`src/rtl/if_id_pkg.sv`:
```
// Shared constants for the IF/ID pipeline register: default widths, the NOP
// bubble encoding and the occupancy state encoding.
package if_id_pkg;

    localparam int unsigned INST_W_DEFAULT = 32;
    localparam int unsigned PC_W_DEFAULT   = 32;
    localparam int unsigned CNT_W_DEFAULT  = 16;

    // PA-RISC "OR 0,0,0", driven on the instruction bus whenever no entry is valid
    localparam logic [31:0] NOP_INST_DEFAULT = 32'h0800_0240;

    localparam logic [1:0] EMPTY = 2'd0;
    localparam logic [1:0] ONE   = 2'd1;
    localparam logic [1:0] FULL  = 2'd2;

endpackage

```
`src/rtl/if_id_slot.sv`:
```
// One storage entry (valid + instruction + PC) with load, clear-to-NOP and
// synchronous active-high Reset.
module if_id_slot
    import if_id_pkg::*;
#(
    parameter int unsigned        INST_W   = INST_W_DEFAULT,
    parameter int unsigned        PC_W     = PC_W_DEFAULT,
    parameter logic [INST_W-1:0]  NOP_INST = INST_W'(NOP_INST_DEFAULT)
) (
    input  logic              clk,
    input  logic              Reset,
    input  logic              load,
    input  logic              clear,
    input  logic [INST_W-1:0] d_inst,
    input  logic [PC_W-1:0]   d_pc,
    output logic              valid,
    output logic [INST_W-1:0] inst,
    output logic [PC_W-1:0]   pc
);

    // Clear wins over load so a flush can never leave a live entry behind
    always_ff @(posedge clk) begin
        if (Reset || clear) begin
            valid <= 1'b0;
            inst  <= NOP_INST;
            pc    <= '0;
        end else if (load) begin
            valid <= 1'b1;
            inst  <= d_inst;
            pc    <= d_pc;
        end
    end

endmodule

```
`src/rtl/if_id_pipe_reg.sv`:
```
// Fetch-to-decode pipeline register with valid/ready handshake, 2-entry skid
// buffer and synchronous flush. Optional perf counters: IF_ID_PERF_CNT_EN.
module if_id_pipe_reg
    import if_id_pkg::*;
#(
    parameter int unsigned        INST_W   = INST_W_DEFAULT,
    parameter int unsigned        PC_W     = PC_W_DEFAULT,
    parameter logic [INST_W-1:0]  NOP_INST = INST_W'(NOP_INST_DEFAULT)
`ifdef IF_ID_PERF_CNT_EN
    ,
    parameter int unsigned        CNT_W    = CNT_W_DEFAULT
`endif
) (
    input  logic              clk,
    input  logic              Reset,
    input  logic              flush,
    input  logic              in_valid,
    output logic              in_ready,
    input  logic [INST_W-1:0] in_inst,
    input  logic [PC_W-1:0]   in_pc,
    output logic              out_valid,
    input  logic              out_ready,
    output logic [INST_W-1:0] out_inst,
    output logic [PC_W-1:0]   out_pc
`ifdef IF_ID_PERF_CNT_EN
    ,
    output logic [CNT_W-1:0]  stall_cnt,
    output logic [CNT_W-1:0]  bubble_cnt,
    output logic [CNT_W-1:0]  flush_cnt
`endif
);

    logic [1:0]        state;
    logic [1:0]        state_d;
    logic              in_fire;
    logic              out_fire;
    logic              main_load;
    logic              main_from_skid;
    logic              main_clear;
    logic              skid_load;
    logic              skid_clear;
    logic              skid_valid;
    logic [INST_W-1:0] skid_inst;
    logic [PC_W-1:0]   skid_pc;
    logic [INST_W-1:0] main_d_inst;
    logic [PC_W-1:0]   main_d_pc;

    assign in_ready = ~skid_valid;
    assign in_fire  = in_valid & in_ready;
    assign out_fire = out_valid & out_ready;

    always_ff @(posedge clk) begin
        if (Reset) state <= EMPTY;
        else       state <= state_d;
    end

    // Occupancy transitions; flush overrides everything except Reset
    always_comb begin
        state_d        = state;
        main_load      = 1'b0;
        main_from_skid = 1'b0;
        main_clear     = 1'b0;
        skid_load      = 1'b0;
        skid_clear     = 1'b0;
        case (state)
            EMPTY: begin
                if (in_fire) begin
                    state_d   = ONE;
                    main_load = 1'b1;
                end
            end
            ONE: begin
                case ({in_fire, out_fire})
                    2'b11: main_load = 1'b1;
                    2'b10: begin
                        state_d   = FULL;
                        skid_load = 1'b1;
                    end
                    2'b01: begin
                        state_d    = EMPTY;
                        main_clear = 1'b1;
                    end
                    default: ;
                endcase
            end
            FULL: begin
                if (out_fire) begin
                    state_d        = ONE;
                    main_load      = 1'b1;
                    main_from_skid = 1'b1;
                    skid_clear     = 1'b1;
                end
            end
            default: begin
                state_d    = EMPTY;
                main_clear = 1'b1;
                skid_clear = 1'b1;
            end
        endcase
        if (flush) begin
            state_d    = EMPTY;
            main_load  = 1'b0;
            skid_load  = 1'b0;
            main_clear = 1'b1;
            skid_clear = 1'b1;
        end
    end

    assign main_d_inst = main_from_skid ? skid_inst : in_inst;
    assign main_d_pc   = main_from_skid ? skid_pc   : in_pc;

    if_id_slot #(
        .INST_W   (INST_W),
        .PC_W     (PC_W),
        .NOP_INST (NOP_INST)
    ) u_main (
        .clk    (clk),
        .Reset  (Reset),
        .load   (main_load),
        .clear  (main_clear),
        .d_inst (main_d_inst),
        .d_pc   (main_d_pc),
        .valid  (out_valid),
        .inst   (out_inst),
        .pc     (out_pc)
    );

    if_id_slot #(
        .INST_W   (INST_W),
        .PC_W     (PC_W),
        .NOP_INST (NOP_INST)
    ) u_skid (
        .clk    (clk),
        .Reset  (Reset),
        .load   (skid_load),
        .clear  (skid_clear),
        .d_inst (in_inst),
        .d_pc   (in_pc),
        .valid  (skid_valid),
        .inst   (skid_inst),
        .pc     (skid_pc)
    );

`ifdef IF_ID_PERF_CNT_EN
    // Saturating event counters; only Reset clears them
    always_ff @(posedge clk) begin
        if (Reset) begin
            stall_cnt  <= '0;
            bubble_cnt <= '0;
            flush_cnt  <= '0;
        end else begin
            if (out_valid && !out_ready && (stall_cnt != {CNT_W{1'b1}}))
                stall_cnt <= stall_cnt + CNT_W'(1);
            if (!out_valid && (bubble_cnt != {CNT_W{1'b1}}))
                bubble_cnt <= bubble_cnt + CNT_W'(1);
            if (flush && (flush_cnt != {CNT_W{1'b1}}))
                flush_cnt <= flush_cnt + CNT_W'(1);
        end
    end
`endif

endmodule

```
`config.mk`:
```
export PLATFORM = sky130hd
export DESIGN_NAME = if_id_pipe_reg
export DESIGN_NICKNAME = d
export VERILOG_FILES = /design/src/rtl/if_id_pkg.sv /design/src/rtl/if_id_slot.sv /design/src/rtl/if_id_pipe_reg.sv
export SDC_FILE = /design/constraint.sdc
export NUM_CORES = 1
export LEC_CHECK = 0
export CORE_ASPECT_RATIO = 1.25
export CORE_MARGIN = 1.5
export CORE_UTILIZATION = 45
export DETAILED_ROUTE_END_ITERATION = 8
export HOLD_SLACK_MARGIN = 0.02
export PLACE_DENSITY = 0.71
export SYNTH_ARGS = -nofsm -noshare
export SYNTH_HDL_FRONTEND = slang
export SYNTH_HIERARCHICAL = 1
export SYNTH_SLANG_ARGS = --single-unit
```
`constraint.sdc`:
```
create_clock -name clk -period 2.2 [get_ports clk]
set_input_delay 0.66 -clock clk [delete_from_list [all_inputs] [get_ports clk]]
set_output_delay 0.66 -clock clk [all_outputs]
set_load 0.01 [all_outputs]
```
**After elaboration in Yosys (flattened, before gate mapping)**

Index checks and enable logic that the tools add are counted.

- Bits of input ports: 69
- Register bits: 132
- Word-level logic and storage cells: 45
- Output and inout port bits: 66

- Bitwise gates (word level): 3
- Eq/ne operators: 8
- Reduce and logical (&&, ||, !) cells: 7
- Muxes and demuxes: 20

Operators by type and width:

| kind | number |
|---|---|
| two-way mux 32 bit | 2 |
| two-way mux 1 bit | 11 |
| equality test 2 bit, second input constant | 3 |
| one-hot mux 2 bit (3 select lines) | 1 |
| OR reduction 2 bit | 3 |
| equality test 2 x 1 -> 1 bit, second input constant | 2 |
| two-way mux 2 bit | 2 |
| inequality test 2 bit, second input constant | 2 |
| one-hot mux 1 bit (2 select lines) | 2 |
| one-hot mux 2 bit (2 select lines) | 1 |
| inequality test 3 x 2 -> 1 bit, second input constant | 1 |
| one-hot mux 1 bit (3 select lines) | 1 |
| AND reduction 3 bit | 1 |
| bitwise AND 1 bit | 2 |
| zero test 2 bit | 1 |
| logical OR 1 bit | 2 |
| NOT 1 bit | 1 |

**Longest topological paths before layout**

- Depth in word-level cells: 7
- Mapped depth: 9
- Gate-level depth less buffers: 5

**Hierarchy**

Netlist, hierarchy kept.

Modules (own cells, without submodules):

| module | area an instance (µm²) | instances | seq. area each (µm²) | cells each |
|---|---|---|---|---|
| if_id_slot | 2,336.0 | 2 | 1,301.2 | 211 |
| if_id_pipe_reg | 1,149.9 | 1 | 40.0 | 94 |

**Least setup slack after synthesis**

OpenSTA, ideal clock, no wires.

- Kind: input to register
- Start point: input port out_ready
- End point: register u_main.inst[27]
- Stages on the path: 9
- Setup time: 121 ps
- Arrival: 1,903 ps
- Path buffers: 4
- Path slack: 176 ps
- Data required time: 2,079 ps
- Path through: and2_1 > nand2_1 > buf_6 > buf_6 > a21oi_1 > buf_6 > buf_6 > mux2i_1 > nand2_1

- Elaborated cells on any way between the ends: 13
- Those cells by class: eq/ne (2); mux (9); bitwise (1); reduce/logical (1)

RTL lines:

| element | line | text |
|---|---|---|
| start: declaration | if_id_pipe_reg.sv:22 | `input logic out_ready,` |
| bitwise AND 1 bit (*) | if_id_pipe_reg.sv:50 | `assign out_fire = out_valid & out_ready;` |
| equality test 2 bit | if_id_pipe_reg.sv:73 | `case ({in_fire, out_fire})` |
| two-way mux 1 bit | if_id_pipe_reg.sv:73 |  |
| one-hot mux 1 bit (3 select lines) (*) | if_id_pipe_reg.sv:65 | `case (state)` |
| two-way mux 1 bit (*) | if_id_pipe_reg.sv:100 | `if (flush) begin` |
| via main_load | if_id_pipe_reg.sv:37 | `logic main_load;` |
| end signal: assignment | if_id_slot.sv:29 | `inst <= d_inst;` |
| end: declaration | if_id_slot.sv:17 | `output logic [INST_W-1:0] inst,` |

Mark *: on every way through the listed nets, which the timed path passes. The rest lies on a longest branch.
A chain may end at the register's enable or synchronous reset.

**Worst setup path in the final report**

- Start point: input port out_ready
- End point: register u_main.pc[18]

- Elaborated cells on any way between the ends: 13
- Those cells by class: eq/ne (2); mux (9); bitwise (1); reduce/logical (1)

RTL lines:

| element | line | text |
|---|---|---|
| bitwise AND 1 bit | if_id_pipe_reg.sv:50 |  |
| two-way mux 1 bit | if_id_pipe_reg.sv:87 | `if (out_fire) begin` |
| two-way mux 1 bit | if_id_pipe_reg.sv:65 |  |
| two-way mux 32 bit | if_id_pipe_reg.sv:110 | `assign main_d_pc = main_from_skid ? skid_pc : in_pc;` |
| via main_d_pc[18] | if_id_pipe_reg.sv:46 | `logic [PC_W-1:0] main_d_pc;` |
| end signal: assignment | if_id_slot.sv:30 | `pc <= d_pc;` |
| end: declaration | if_id_slot.sv:18 | `output logic [PC_W-1:0] pc` |

The timed path passes the listed nets, and every way through them passes these cells.

==> qor.yml <==
slew_headroom: 0.819
dpl_cell_area_um2: 7410
stdcell_count: 840
dp.cells: 808
cp_num_buf_inv: 3
met1_length_um: 5490
clkSlewWorstSetupHoldPaths_ns: 0.05
hold_path_class: "flop to flop"
finalCritPeriodShare: 0.937
track_usage: 0.186
synth_edf_count: 0
leakagePower_nw: 3.10
worstSetupStartpointType: "input port"
initial_utilization: 0.460
final-seq-area_um2: 2640
whs_ns: 0.470
wirelength_um: 12600
cp_cell_sequence: "clkdlybuf4s50_1 > and2_1 > nand2_4 > buf_12 > buf_12 > mux2_4 > mux2i_1 > nor2_1"
grt_max_degree: 37
cts_htree_levels: 4
ant_nets: 0
fin_crit_ns: 2.06
cap_violations: 0
timing.rr.start: "state[0]"
fin_ws_ns: 0.139
clock_path_buffers: 2
fillCellCount: 1027
slowest_stage: "clkdlybuf4s50_1"
async_flop_share: 0
io_pins: 135
cp_common_cell: "buf_12"
status: "complete, no violations"
vias: 4139
drv_slew: 0
drive_gt1_frac: 0.189
antenna_found_initial: 0
wl_met3_um: 675
critPathMaxFanout: 10
overflow: 0
netlist_area_um2: 5820
routedWlPerCell_um: 15.0
syn_inst: 516
hpwl_um: 8620
fmax_mhz: 485
die-area_um2: 13600
ir_worst_vdd_mv: 0.443
synth_top_area_share: 0.454
drt_first_iter_violations: 129
rows: 46
netlist_top_cells_count: "dfxtp_1 (132), mux2i_1 (128), nor2_1 (128)"
r2r_end: "u_skid/pc[17]"
synth_most_common_cell: "dfxtp_1"
fin_skew_ns: 0.00988
crit_type: "input port to flop"
cts_buffers: 17
place_ws_ns: -0.365
grt_pass1_wl_um: 20200
synth_cell_types: 25
routed.top_layer: "met4"
gp_congestion: 0.756
clockRootBuffer: "clkbuf_16"
power_mw: 5.88
drtPass1Iterations: 4
insertion_delay_ns: 0.41
fin_tns_setup_ns: 0
rsz0062_at_grt: "no"
hold_end: "u_main/inst[27]"
pwr_density_cell_nw_per_um2: 732
yosysSeqAreaShare: 0.454
remaining_drc_errors: 0
critPathMaxStageDelay_ns: 0.52
critPathRequiredTime_ns: 2.49
multi_input_area_um2: 2860
yosys.area.top_type: "dfxtp_1"
fp.coreArea_um2: 12700
final_core_util: 0.634
syn_to_final_growth_pct: 38.0
final_nets: 728
synthTopCellsByArea: "dfxtp_1 (45%), mux2i_1 (22%), mux2_4 (13%), nor2_1 (8.3%), buf_6 (4.6%)"
fp.dieH_um: 130
fin_area_um2: 8030
cp.arrival_ns: 2.35
reg2reg_slack_ns: 0.42
grt_pass1_vias: 4249
hold_violations: 0
yosys_warnings: 6
min_from: "u_main/inst[27]"
yosys_register_bits: 132
post_cts_buffers: 0
io_buffers: 134
cts_tree: "done"
synth-main-ff-cell: "dfxtp_1"
tightest_slew_ns: 0.272
synth_nets: 585
die_x_um: 105
r2r_cells: 6
setup_viol: 0
antennaDiodeCount: 0
syn_avg_cell_area_um2: 11.3
cp-end-kind: "flop"
cts_sinks: 132
cp_top_family: "buffers and inverters"
dr_wl_met2_um: 6380
viasPerCell: 4.93
hold_path_depth: 2
-- worst min-delay path: stages, from the launching register on --
cell	delay (ns)
dfxtp_1	0.32
mux2i_1	0.06
nand2_1	0.06
-- registers in the layout, summed over array words and instances, names as in the netlist --
signal and count:
state 2, u_main/inst 32, u_main/pc 32, u_main/valid 1, u_skid/inst 32, u_skid/pc 32
u_skid/valid 1
-- final cells by class --
| type | instances | area share |
|---|---|---|
| Multi-Input combinational cell | 348 | 0.356 |
| Sequential cell | 132 | 0.329 |
| Timing Repair Buffer | 159 | 0.212 |
| Clock buffer | 21 | 0.0573 |
| Tap cell | 168 | 0.0262 |
| Clock inverter | 11 | 0.0189 |
| Inverter | 1 | 0.000467 |
-- cells in the final DEF (no fill, tap or decap), types with 4 or more instances in the layout --
master,instances
clkbuf_16,17
mux2i_1,128
dfxtp_1,132
buf_4,11
nor2_1,128
mux2_2,15
mux2_4,49
nand2_1,8
clkdlybuf4s50_1,134
buf_12,14
clkinv_4,4
-- worst max-delay path by stage --
stage	from	to	slack, ns	depth (start not counted)
finish	out_ready	u_main/pc[18]	0.14	8
CTS	in_valid	u_main/inst[3]	0.07	7
floorplan	out_ready	u_main/inst[27]	0.18	9
detailed placement	in_valid	u_main/inst[3]	-0.37	7
global placement	in_valid	u_main/inst[0]	-0.28	7
global route	out_ready	u_main/pc[18]	0.09	8
-- metal layers --
metal  vias up  GRT usage
met5         -          0
met4         0     0.0572
met3         6     0.0609
met2       107      0.334
met1      1988      0.211
li1       2038          -
-- power by group --
| part | leakage (nW) | internal, mW | switching (mW) |
|---|---|---|---|
| clock network | 0.298 | 1.85 | 1.03 |
| registers | 1.07 | 2.43 | 0.0218 |
| logic | 1.73 | 0.336 | 0.215 |
| total | 3.10 | 4.61 | 1.27 |
-- cell families (layout without fill, tap and decap cells) --
| logic type | Yosys count | in the layout | share of synthesized area |
|---|---|---|---|
| AND/OR/NAND/NOR | 147 | 147 | 0.0999 |
| multiplexers | 192 | 192 | 0.375 |
| flip-flops | 132 | 132 | 0.454 |
| buffers and inverters | 36 | 192 | 0.0600 |
| AO/OA/AOI/OAI | 9 | 9 | 0.0107 |
-- repair_timing --
item,CTS,global route
resized for setup,0,1
endpoints found under the setup margin,0,28
hold buffers,0,0
Note: power is estimated with default switching activity, not from simulation.
